--- src/rtl/maze_disp_pkg.sv ---
// Shared constants for the maze time display: FSM encoding, glyphs and the BCD time type.
package maze_disp_pkg;

  localparam logic [1:0] ST_IDLE = 2'd0;
  localparam logic [1:0] ST_RUN  = 2'd1;
  localparam logic [1:0] ST_HOLD = 2'd2;

  // Active-low {g,f,e,d,c,b,a}
  localparam logic [6:0] SEG_BLANK = 7'h7F;
  localparam logic [6:0] SEG_DASH  = 7'h3F;
  localparam logic [6:0] SEG_b     = 7'h03;
  localparam logic [6:0] SEG_F     = 7'h0E;

  localparam int LST_SCAN_DEFAULT  = 49_999;
  localparam int LST_BLINK_DEFAULT = 12_499_999;

  typedef struct packed {
    logic [3:0] hun;
    logic [3:0] ten;
    logic [3:0] uni;
  } bcd_time_t;

  // Valid BCD packed hundreds-first compares the same as its numeric value.
  function automatic logic bcd_less(input bcd_time_t a, input bcd_time_t b);
    return {a.hun, a.ten, a.uni} < {b.hun, b.ten, b.uni};
  endfunction

endpackage

--- src/rtl/maze_time_display_if.sv ---
// Timer/game-side signals into the display and the display outputs back out.
interface maze_time_display_if;
  logic [3:0] i_Sec0;
  logic [3:0] i_Sec1;
  logic [3:0] i_Sec2;
  logic       i_Running;
  logic       i_Finish;
  logic       i_ShowBest;
  logic [6:0] o_Seg;
  logic [3:0] o_Com;
  logic       o_NewBest;
  logic       o_BestValid;

  modport master (
    output i_Sec0, i_Sec1, i_Sec2, i_Running, i_Finish, i_ShowBest,
    input  o_Seg, o_Com, o_NewBest, o_BestValid
  );

  modport slave (
    input  i_Sec0, i_Sec1, i_Sec2, i_Running, i_Finish, i_ShowBest,
    output o_Seg, o_Com, o_NewBest, o_BestValid
  );
endinterface

--- src/rtl/seg7_decode.sv ---
// BCD digit to active-low 7-segment code; codes 10-15 render as all segments off.
module seg7_decode (
  input  logic [3:0] bcd,
  output logic [6:0] seg
);
  always_comb begin
    case (bcd)
      4'd0:    seg = 7'h40;
      4'd1:    seg = 7'h79;
      4'd2:    seg = 7'h24;
      4'd3:    seg = 7'h30;
      4'd4:    seg = 7'h19;
      4'd5:    seg = 7'h12;
      4'd6:    seg = 7'h02;
      4'd7:    seg = 7'h78;
      4'd8:    seg = 7'h00;
      4'd9:    seg = 7'h10;
      default: seg = 7'h7F;
    endcase
  end
endmodule

--- src/rtl/maze_time_display.sv ---
// Game-phase tracking, frozen/best time and 4-digit multiplexed display driver.
// Define MAZE_HOLD_BLINK_EN to blink the frozen time while in HOLD.
module maze_time_display
  import maze_disp_pkg::*;
#(
  parameter int LST_SCAN = LST_SCAN_DEFAULT
`ifdef MAZE_HOLD_BLINK_EN
  , parameter int LST_BLINK = LST_BLINK_DEFAULT
`endif
) (
  input logic           i_Clk,
  input logic           i_Rst,
  maze_time_display_if.slave bus
);
  localparam int SW = (LST_SCAN > 0) ? $clog2(LST_SCAN + 1) : 1;
  localparam logic [SW-1:0] SCAN_LAST = SW'(LST_SCAN);

  logic [1:0]    state_reg, state_next;
  logic          latch_en, take_best;
  logic          run_prev_reg;
  bcd_time_t     live, frozen_reg, best_reg, src;
  logic          best_valid_reg, new_best_reg;
  logic [SW-1:0] scan_cnt_reg;
  logic [1:0]    digit_idx_reg;
  logic [6:0]    seg_reg, seg_next, glyph3;
  logic [3:0]    com_reg;
  logic          dashes, hide_time;
  logic [3:0]    src_digit [3];
  logic [6:0]    dec_seg   [3];
  logic [6:0]    time_seg  [3];
  logic [2:0]    blank_lz;

  assign live = {bus.i_Sec2, bus.i_Sec1, bus.i_Sec0};

  always_comb begin
    state_next = state_reg;
    latch_en   = 1'b0;
    case (state_reg)
      ST_IDLE: if (bus.i_Running) state_next = ST_RUN;
      ST_RUN: begin
        if (bus.i_Finish) begin
          state_next = ST_HOLD;
          latch_en   = 1'b1;
        end else if (!bus.i_Running) begin
          state_next = ST_IDLE;
        end
      end
      ST_HOLD: if (bus.i_Running && !run_prev_reg) state_next = ST_RUN;
      default: state_next = ST_IDLE;
    endcase
  end

  assign take_best = latch_en && (!best_valid_reg || bcd_less(live, best_reg));

  always_ff @(posedge i_Clk or posedge i_Rst) begin
    if (i_Rst) begin
      state_reg      <= ST_IDLE;
      run_prev_reg   <= 1'b0;
      frozen_reg     <= '0;
      best_reg       <= '0;
      best_valid_reg <= 1'b0;
      new_best_reg   <= 1'b0;
    end else begin
      state_reg    <= state_next;
      run_prev_reg <= bus.i_Running;
      new_best_reg <= take_best;
      if (latch_en) frozen_reg <= live;
      if (take_best) begin
        best_reg       <= live;
        best_valid_reg <= 1'b1;
      end
    end
  end

  always_ff @(posedge i_Clk or posedge i_Rst) begin
    if (i_Rst) begin
      scan_cnt_reg  <= '0;
      digit_idx_reg <= 2'd0;
    end else if (scan_cnt_reg == SCAN_LAST) begin
      scan_cnt_reg  <= '0;
      digit_idx_reg <= digit_idx_reg + 2'd1;
    end else begin
      scan_cnt_reg  <= scan_cnt_reg + 1'b1;
    end
  end

`ifdef MAZE_HOLD_BLINK_EN
  localparam int BW = (LST_BLINK > 0) ? $clog2(LST_BLINK + 1) : 1;
  localparam logic [BW-1:0] BLINK_LAST = BW'(LST_BLINK);

  logic [BW-1:0] blink_cnt_reg;
  logic          blink_off_reg;

  // Restarting on every state change makes each HOLD entry begin in the lit phase.
  always_ff @(posedge i_Clk or posedge i_Rst) begin
    if (i_Rst) begin
      blink_cnt_reg <= '0;
      blink_off_reg <= 1'b0;
    end else if (state_next != state_reg || state_reg != ST_HOLD) begin
      blink_cnt_reg <= '0;
      blink_off_reg <= 1'b0;
    end else if (blink_cnt_reg == BLINK_LAST) begin
      blink_cnt_reg <= '0;
      blink_off_reg <= ~blink_off_reg;
    end else begin
      blink_cnt_reg <= blink_cnt_reg + 1'b1;
    end
  end

  assign hide_time = blink_off_reg && !bus.i_ShowBest;
`else
  assign hide_time = 1'b0;
`endif

  always_comb begin
    src    = live;
    glyph3 = SEG_BLANK;
    dashes = 1'b0;
    if (bus.i_ShowBest) begin
      glyph3 = SEG_b;
      if (best_valid_reg) src = best_reg;
      else                dashes = 1'b1;
    end else if (state_reg == ST_HOLD) begin
      src    = frozen_reg;
      glyph3 = SEG_F;
    end
  end

  assign src_digit[0] = src.uni;
  assign src_digit[1] = src.ten;
  assign src_digit[2] = src.hun;
  assign blank_lz = {src.hun == 4'd0, (src.hun == 4'd0) && (src.ten == 4'd0), 1'b0};

  genvar gi;
  generate
    for (gi = 0; gi < 3; gi++) begin : g_digit
      seg7_decode u_dec (
        .bcd (src_digit[gi]),
        .seg (dec_seg[gi])
      );
      assign time_seg[gi] = dashes                       ? SEG_DASH  :
                            (blank_lz[gi] || hide_time)  ? SEG_BLANK : dec_seg[gi];
    end
  endgenerate

  always_comb begin
    case (digit_idx_reg)
      2'd0:    seg_next = time_seg[0];
      2'd1:    seg_next = time_seg[1];
      2'd2:    seg_next = time_seg[2];
      default: seg_next = glyph3;
    endcase
  end

  always_ff @(posedge i_Clk or posedge i_Rst) begin
    if (i_Rst) begin
      seg_reg <= SEG_BLANK;
      com_reg <= 4'b1110;
    end else begin
      seg_reg <= seg_next;
      com_reg <= ~(4'b0001 << digit_idx_reg);
    end
  end

  assign bus.o_Seg       = seg_reg;
  assign bus.o_Com       = com_reg;
  assign bus.o_NewBest   = new_best_reg;
  assign bus.o_BestValid = best_valid_reg;

endmodule
--- src/flat_wrapper.sv ---
// flat-port wrapper written by rule: the top's interface ports become plain ports
module maze_time_display_flat import maze_disp_pkg::*;
#(
  parameter int LST_SCAN = LST_SCAN_DEFAULT

)
  (i_Clk, i_Rst, bus_i_Sec0, bus_i_Sec1, bus_i_Sec2, bus_i_Running, bus_i_Finish, bus_i_ShowBest, bus_o_Seg, bus_o_Com, bus_o_NewBest, bus_o_BestValid);
  maze_time_display_if bus_i ();
  input logic i_Clk;
  input logic i_Rst;
  input wire logic [$bits(bus_i.i_Sec0)-1:0] bus_i_Sec0;
  input wire logic [$bits(bus_i.i_Sec1)-1:0] bus_i_Sec1;
  input wire logic [$bits(bus_i.i_Sec2)-1:0] bus_i_Sec2;
  input wire logic [$bits(bus_i.i_Running)-1:0] bus_i_Running;
  input wire logic [$bits(bus_i.i_Finish)-1:0] bus_i_Finish;
  input wire logic [$bits(bus_i.i_ShowBest)-1:0] bus_i_ShowBest;
  output wire logic [$bits(bus_i.o_Seg)-1:0] bus_o_Seg;
  output wire logic [$bits(bus_i.o_Com)-1:0] bus_o_Com;
  output wire logic [$bits(bus_i.o_NewBest)-1:0] bus_o_NewBest;
  output wire logic [$bits(bus_i.o_BestValid)-1:0] bus_o_BestValid;
  assign bus_i.i_Sec0 = bus_i_Sec0;
  assign bus_i.i_Sec1 = bus_i_Sec1;
  assign bus_i.i_Sec2 = bus_i_Sec2;
  assign bus_i.i_Running = bus_i_Running;
  assign bus_i.i_Finish = bus_i_Finish;
  assign bus_i.i_ShowBest = bus_i_ShowBest;
  assign bus_o_Seg = bus_i.o_Seg;
  assign bus_o_Com = bus_i.o_Com;
  assign bus_o_NewBest = bus_i.o_NewBest;
  assign bus_o_BestValid = bus_i.o_BestValid;
  maze_time_display #(.LST_SCAN(LST_SCAN)) u_core (.i_Clk(i_Clk), .i_Rst(i_Rst), .bus(bus_i));
endmodule
--- config.mk ---
export PLATFORM = sky130hd
export DESIGN_NAME = maze_time_display_flat
export DESIGN_NICKNAME = d
export VERILOG_FILES = /design/src/rtl/maze_disp_pkg.sv /design/src/rtl/maze_time_display_if.sv /design/src/rtl/seg7_decode.sv /design/src/rtl/maze_time_display.sv /design/src/flat_wrapper.sv
export SDC_FILE = /design/constraint.sdc
export NUM_CORES = 1
export LEC_CHECK = 0
export BUFFER_PORTS_ARGS = -buffer_cell sky130_fd_sc_hd__buf_2
export CAP_MARGIN = 20
export CELL_PAD_IN_SITES_DETAIL_PLACEMENT = 0
export CELL_PAD_IN_SITES_GLOBAL_PLACEMENT = 1
export CORE_MARGIN = 3
export CORE_UTILIZATION = 47
export DETAILED_ROUTE_END_ITERATION = 8
export PLACE_DENSITY = 0.84
export RECOVER_POWER = 50
export SETUP_SLACK_MARGIN = 0.2
export SKIP_LAST_GASP = 1
export SLEW_MARGIN = 20
export SYNTH_ARGS = -nofsm -noshare
export SYNTH_HDL_FRONTEND = slang
export SYNTH_SLANG_ARGS = --single-unit
--- constraint.sdc ---
create_clock -name i_Clk -period 3 [get_ports i_Clk]
set_input_delay 0.6 -clock i_Clk [delete_from_list [all_inputs] [get_ports i_Clk]]
set_output_delay 0.6 -clock i_Clk [all_outputs]
set_load 0.02 [all_outputs]
==> metrics <==
Synth Area in Adders=0.113; most frequent cells after synthesis=48 x dfrtp_1, 33 x ha_1, 29 x inv_1; Die Y=94.1 µm; XOR/XNOR share of the synthesized area=0.0360; final clock period utilization by the worst path=0.876; pin count of the biggest net entering global routing=31; fin crit period=around 2.6 ns; CP arrival=2.87 ns; gpl congestion=0.910; # clock sinks=58; Fin. Hold Viols=0; # DRC=0; H-tree depth=3; Power Dens Cells=724 nW/µm²; initial DRC count=163; DR vias/cell=5.55; Synth Instances=370; Reg area=1470 µm²; I/O Buffers=29; worst-margin pin slew=around 1.3 ns; hpwl dp=roughly 6.2 mm; Clk pin slew, worst setup/hold paths=roughly 0.060 ns; # Max-Cap Violations=0; simple-gate share of the synthesized area=0.140; number of global-route vias before repair=2,895; largest family of logic cells by synthesized area=compound AO/OA/AOI/OAI gates; Post-Syn Area=3650 µm²; All-Layer GR Usage=0.207; post-synthesis mux area share=0.0772; Synth area leader=dfrtp_1; RSZ-0062 raised after global routing=no; drt pass-1 iters=4; Critical Path End Type=flop; Die ar.=8860 µm²; via count=2,878; Final setup violation count=0; Inserted Clock Buffers=9; Synth area leaders=dfrtp_1 33%, ha_1 11%, mux2_2 7.7%, dfstp_2 7.2%, a21oi_1 3.0%; CTS tree=done; main flop type after synthesis=dfrtp_1; Ports=30; worst min path class=input pin to flop; critical path type=flop to flop; area grow syn2layout=14.0%; YS warnings=0; Mean Syn Cell Area=around 10 µm²; most numerous cell in the Yosys netlist=dfrtp_1; clock skew=0.00743 ns; Async SR Flop Fraction=1.00; Slew Viols, Final=0; Final nets=465; multi-input logic area=between 2000 and 2500 µm²; die width=94.1 µm; Post-Route WL=8.19 mm; initial antenna violation count=0; hold_buf cts=0; Compound-Gate Fraction of Synth Area=0.187; initial core utilization=0.492; Synth Register Bits=58; CTS resizes=0; # diodes=0; first-pass GRT wire length=14.2 mm; clk buf depth=2; Req. time, crit path=3.24 ns; drt wl/cell=between 15 and 20 µm; Placeable Area=approximately 7400 µm²; Max Clk Rate=between 300 and 400 MHz; sequential-to-total area share from yosys stat=0.401; max FFs per register=16; setup bufs post-CTS=0; clk_lat worst skew=0.33 ns; Leak=between 1.5 and 2 nW; total gr overflow=0; peak supply drop=around 350 µV; Worst Setup Start Kind=flop; post-synth top area share=0.329; syn_nets=420; Synth cell types=56; Routed Antenna Nets=0; fill count=676; EDFF count, synth=0; relative slew slack=0.145; Tot Pwr=approximately 0.003 W; status=completed; Core Rows=31; share of cells above drive strength 1=0.243; CP max FO=5; CTS Root Cell=clkbuf_8; setup total negative slack=0 ns
cell families (layout without fill, tap and decap cells):
| kind of cell | count (synthesis) | after routing |
|---|---|---|
| adder cells (fa/ha/maj) | 33 | 33 |
| AO/OA/AOI/OAI | 99 | 99 |
| XOR/XNOR | 15 | 15 |
| multiplexers | 25 | 25 |
| AND/OR/NAND/NOR | 99 | 99 |
| buffers and inverters | 41 | 91 |
| flip-flops | 58 | 58 |
cell usage in the layout, fill, tap and decap left out, drive strengths merged, types with 2 or more instances in the layout:
cell type / count
a211o: 2
a21boi: 2
a21o: 7
a21oi: 23
a221o: 2
a22oi: 2
a311oi: 4
a31o: 3
a32o: 4
and2: 4
and3: 9
and4b: 2
buf: 43
clkbuf: 15
clkinv: 3
dfrtp: 48
dfstp: 10
ha: 33
inv: 29
mux2: 25
nand2: 22
nand2b: 5
nand3: 12
nand4: 3
nor2: 23
nor2b: 5
nor3: 5
o211ai: 4
o21a: 4
o21ai: 25
o31ai: 3
o32a: 3
or3: 3
xnor2: 8
xor2: 7
layer usage:
metal  routed length [µm]  track usage  vias to the layer above
met2                 3880        0.319                       51
li1                     -            -                     1422
met1                 3910        0.289                     1398
met4                   97       0.0734                        0
met5                    0            0                        -
met3                  308       0.0417                        7
power breakdown:
part / internal [W] / switching [W] / leakage (nW)
registers: 0.00101 / 0.000129 / 0.700
clock network: 0.000319 / 0.000298 / 0.0872
logic: 0.000581 / 0.000672 / 1.16
total: 0.00191 / 0.00110 / 1.94
stage by stage:
| stage | instance area [µm²] | cells | hold slack, ns | setup WS (ns) | util |
|---|---|---|---|---|---|
| after floorplan | 3650 | 370 | 0.455 | 0.219 | - |
| after global placement | 4000 | 503 | 0.478 | 0.203 | 0.540 |
| after detailed placement | 4000 | 503 | 0.487 | 0.111 | 0.540 |
| after CTS | 4160 | 519 | 0.362 | 0.362 | 0.562 |
| after global routing | 4160 | 519 | 0.405 | 0.176 | 0.561 |
| final | 4160 | 519 | 0.415 | 0.371 | 0.561 |
final cells by class:
type	count	area share
multi-input cells	271	0.487
flip-flops and latches	58	0.352
repair buffers	46	0.0656
clock buffers	13	0.0358
well taps	99	0.0298
inverters	29	0.0262
clock inverters	3	0.00361
critical path: stages (launching register included):
cell and delay (ns):
dfrtp_1 0.42, nor2b_1 0.23, nand2_1 0.07, and3_1 0.16, a31o_2 0.24, ha_1 0.23, and2_1 0.15, and3_1 0.21
a2111o_1 0.42, a311oi_1 0.26, o221ai_1 0.14
path summary, 6_finish.rpt:
path                                         from                endpoint  cells past startpoint  slack (ns)
max                           u_core.state_reg[1]     u_core.bus.o_Seg[4]                     10        0.37
max reg2reg                   u_core.state_reg[1]     u_core.bus.o_Seg[4]                     10        0.37
min in group asynchronous                   i_Rst      u_core.best_reg[8]                      2        0.53
min reg2reg                u_core.scan_cnt_reg[0]  u_core.scan_cnt_reg[0]                      1        0.49
max in group asynchronous                   i_Rst     u_core.bus.o_Com[0]                      3        0.61
min                                 bus_i_Running     u_core.run_prev_reg                      1        0.41
Power figures use the tool's default switching activity.
